--- src/rtl/lutram_fifo_ctrl.sv ---
// lutram_fifo_ctrl: first-word-fall-through valid/ready FIFO controller driving an external
// 1-write / async-read LUTRAM, with a registered output stage and an empty-FIFO bypass path.
module lutram_fifo_ctrl #(
    parameter int WIDTH = 32,
    parameter int DEPTH = 16,
    localparam int ADD_W = $clog2(DEPTH),
    localparam int CNT_W = $clog2(DEPTH + 2)
) (
    input  logic             clk,
    input  logic             s_rst,
    input  logic [WIDTH-1:0] in_data,
    input  logic             in_vld,
    output logic             in_rdy,
    output logic [WIDTH-1:0] out_data,
    output logic             out_vld,
    input  logic             out_rdy,
    output logic [CNT_W-1:0] count,
    output logic             ram_wr_en,
    output logic [ADD_W-1:0] ram_wr_add,
    output logic [WIDTH-1:0] ram_wr_data,
    output logic [ADD_W-1:0] ram_rd_add,
    input  logic [WIDTH-1:0] ram_rd_data
);
    localparam logic [ADD_W:0] OCC_FULL = (ADD_W + 1)'(DEPTH);
    logic [ADD_W-1:0] wr_ptr;
    logic [ADD_W-1:0] rd_ptr;
    logic [ADD_W:0]   ram_occ;
    logic [ADD_W:0]   ram_occ_next;
    logic             push;
    logic             pop;
    logic             load;
    logic             ram_rd;
    logic             bypass;
    logic             out_vld_next;

    // in_rdy is built from registered state only, so out_rdy never reaches it combinationally
    assign in_rdy      = !s_rst && (ram_occ != OCC_FULL);
    assign push        = in_vld && in_rdy;
    assign pop         = out_vld && out_rdy;
    assign load        = !out_vld || pop;
    assign ram_rd      = load && (ram_occ != '0);
    assign bypass      = load && (ram_occ == '0) && push;
    assign ram_wr_en   = push && !bypass;
    assign ram_wr_add  = wr_ptr;
    assign ram_wr_data = in_data;
    assign ram_rd_add  = rd_ptr;

    always_comb begin
        out_vld_next = load ? (ram_rd || bypass) : out_vld;
        ram_occ_next = ram_occ + (ADD_W + 1)'(ram_wr_en) - (ADD_W + 1)'(ram_rd);
    end

    always_ff @(posedge clk) begin
        if (s_rst) begin
            wr_ptr   <= '0;
            rd_ptr   <= '0;
            ram_occ  <= '0;
            out_vld  <= 1'b0;
            out_data <= '0;
            count    <= '0;
        end else begin
            if (ram_wr_en) wr_ptr <= wr_ptr + ADD_W'(1);
            if (ram_rd) rd_ptr <= rd_ptr + ADD_W'(1);
            if (ram_rd) out_data <= ram_rd_data;
            else if (bypass) out_data <= in_data;
            out_vld  <= out_vld_next;
            ram_occ  <= ram_occ_next;
            count    <= CNT_W'(ram_occ_next) + CNT_W'(out_vld_next);
        end
    end

    // an underflow wraps to a large value, so one bound catches both directions
    a_occ_range: assert property (@(posedge clk) disable iff (s_rst) ram_occ_next <= OCC_FULL);
    a_out_stable: assert property (@(posedge clk) disable iff (s_rst)
        out_vld && !out_rdy |=> $stable(out_data));
endmodule

--- config.mk ---
export PLATFORM = sky130hd
export DESIGN_NAME = lutram_fifo_ctrl
export DESIGN_NICKNAME = d
export VERILOG_FILES = /design/src/rtl/lutram_fifo_ctrl.sv
export SDC_FILE = /design/constraint.sdc
export NUM_CORES = 1
export LEC_CHECK = 0
export ABC_AREA = 1
export ABC_CLOCK_PERIOD_IN_PS = 3100
export CAP_MARGIN = 20
export CELL_PAD_IN_SITES_DETAIL_PLACEMENT = 0
export CELL_PAD_IN_SITES_GLOBAL_PLACEMENT = 1
export CORE_MARGIN = 2
export CORE_UTILIZATION = 27
export DETAILED_ROUTE_END_ITERATION = 10
export GPL_TIMING_DRIVEN = 0
export PLACE_DENSITY_LB_ADDON = 0.2
export SLEW_MARGIN = 40
export SYNTH_ARGS = -nofsm -noshare
export SYNTH_HDL_FRONTEND = slang
export SYNTH_SLANG_ARGS = --single-unit
--- constraint.sdc ---
create_clock -name clk -period 3.1 [get_ports clk]
set_input_delay 0.62 -clock clk [delete_from_list [all_inputs] [get_ports clk]]
set_output_delay 0.62 -clock clk [all_outputs]
set_load 0.1 [all_outputs]
==> results.md <==
- CP cell instances: clkdlybuf4s50_1 -> inv_2 -> clkbuf_1 -> nand2_1 -> inv_1 -> buf_2
- Final cell count without fillers: between 700 and 800
- CP startpoint kind: input pin
- Commonest cells after routing, fill and taps aside: 156 x nand2_1, 86 x buf_2, 81 x nor2_1, 67 x clkdlybuf4s50_1, 52 x inv_1
- Sequential cell area fraction in the yosys report: 33.8%
- Clock Path Buffers: 2
- Total CTS buffers: 5
- Syn Inst Count: 480
- Final ANT Viol Nets: 0
- Clock Skews: 9.39 ps
- # DRC: 0
- Gr usage total: 14.7%
- Hold EP: ram_rd_add[3]
- Nets: 713
- Vert. Die Dim: 110 um
- Worst-Margin Slew: 507 ps
- Yosys reg bits: 51
- Rel. slew slack: between 60% and 70%
- Remaining Overflow, GRT: 0
- Post-synth EDFFs: 0
- Max cap viols: 0
- Fmax: 0.348 GHz
- Min-delay src: ram_rd_add[3]
- RSZ-0062 raised after global routing: false
- RR Endpoint: count[4]
- Reg clk slew, reported paths: 100 ps
- Post-route minimum period: ~2900 ps
- CP Max Fanout: 10
- Vias in the first global route: 2975
- Syn nets: between 500 and 600
- Most common cell after layout, fill and taps aside: nand2_1
- YS warnings: 0
- Netlist cell types: 22
- Worst-Skew Late Latency: around 310 ps
- Ant. Diodes: 0
- CP Data Required Time: 2480 ps
- Placed inst area: 4280 um2
- Post-synthesis async set-or-reset flop share: 0%
- Worst path max stage delay: 480 ps
- Syn Std Cell Area: roughly 3000 um2
- Hold Path Class: reg -> reg
- Synthesis-to-layout area growth: 46.9%
- Crit path DAT: 2250 ps
- Die W: between 100 and 150 um
- Core Util, Final: 40.8%
- Starting DRT DRC Count: 96
- Initial antenna violation count: 0
- H-tree levels: 2
- Starting Density: between 20% and 30%
- Core Area: 10900 um2
- TritonRoute pass-1 iters: 4
- Routed vias/inst: 4.11
- Setup slack, reg-to-reg: ~430 ps
- Mean area per synthesized cell: 6.30 um2
- GP Congestion: 0.748
- Fraction of layout instances using a drive strength above 1: 24.1%
- CTS Root Cell: clkbuf_8
- Reg2reg path depth: 16
- Final instance area: between 4000 and 5000 um2
- Hold Crit Depth: 2
- Setup-failing EPs final: 0
- Placed Cells incl. Taps: 767
- Clock Sinks: 51
- Hpwl dp: 6930 um
- Wire per inst: approximately 12 um
- Primary FF master, synth: dfxtp_1
- Post-route clock period utilization: about 93%
- Die area: 12100 um2
- Final hold vios: 0
- Status: finished, final reports clean
- Count of port buffers added during placement: 147
- IO Pins: 148
- Worst Setup End Kind: primary output
- CTS Hold Bufs: 0
- First-pass GRT wire length: 13900 um
- Slew Viols, Final: 0
- Setup CP Type: in -> out
- Hold Worst Slack: 490 ps
- Worst R2R Start: ram_occ[3]
- Cell Rows: 38
- CP max-delay cell: clkdlybuf4s50_1
- Post-Route WL: 8950 um
- CTS tree: done
- Largest net degree at the start of global routing: 17
- Via count: around 3200
## Yosys cell counts, types with 2 or more instances
master    number  share of area [%]
buf_4         36                8.9
nor2_1        85                 11
clkbuf_1       4               0.50
buf_2          7                1.2
a21oi_1       10                1.7
nand3_1       42                7.0
inv_2          3               0.37
dfxtp_1       51                 34
inv_1         52                6.5
nand2_2        2               0.41
buf_6          6                2.2
o21ai_0        6               0.99
ha_1           9                3.7
nor3_1         2               0.33
nand3_2        2               0.66
nand2_1      157                 19
## worst max-delay path, delay by kind of cell
kind	cells	cell delay, ps
and+or+nand+nor	1	100
buffers and inverters	5	1530
## routing by layer
layer,up-vias,wire length [um],GRT usage [%]
met3,5,560,3.26
met4,0,65,2.98
met2,86,4140,25.2
met1,1374,4180,18.8
li1,1723,-,-
met5,-,0,0
## registers in the layout, summed over array words and instances, names as in the netlist
| name | cells |
|---|---|
| count | 5 |
| out_data | 32 |
| out_vld | 1 |
| ram_occ | 5 |
| ram_rd_add | 4 |
| ram_wr_add | 4 |
## what timing repair did
item	in CTS	in global routing
cloned	0	0
pin swaps	0	2
buffers inserted	0	2
setup endpoints to repair	1	1
resized for setup	2	4
## worst max-delay path by stage
stage | start | end
CTS | out_rdy | count[4]
detailed placement | out_rdy | count[4]
global route | out_rdy | count[4]
floorplan | out_vld | count[4]
global placement | s_rst | in_rdy
finish | s_rst | in_rdy
## area by class of cell
| type | count | area (um2) |
|---|---|---|
| plain buffers | 53 | 387 |
| flip-flops and latches | 51 | 1020 |
| well taps | 140 | 175 |
| fillers | 1223 | 6450 |
| clock buffers | 5 | 68.8 |
| multi-input cells | 320 | 1430 |
| inverters | 55 | 206 |
| repair buffers | 149 | 1090 |
| clock inverters | 3 | 67.6 |
## per-stage QoR
stage	setup WS, ps	TNS, ps
4_1_cts	14.5	0
3_5_place_dp	-380	-819
5_1_grt	13.1	0
3_3_place_gp	-556	-1810
6_report	226	0
2_1_floorplan	159	0
## logic make-up after synthesis
logic type      after synthesis  synth area share (%)
flops                        51                  33.8
simple gates                292                  38.8
compound gates               16                  2.65
fa+ha+maj                    10                  4.39
xor+xnor                      2                 0.580
buf+inv                     109                  19.8
Power is left out: the tool's default activity adds up to more than one toggle a clock period on the data nets, which glitch-free logic cannot reach.
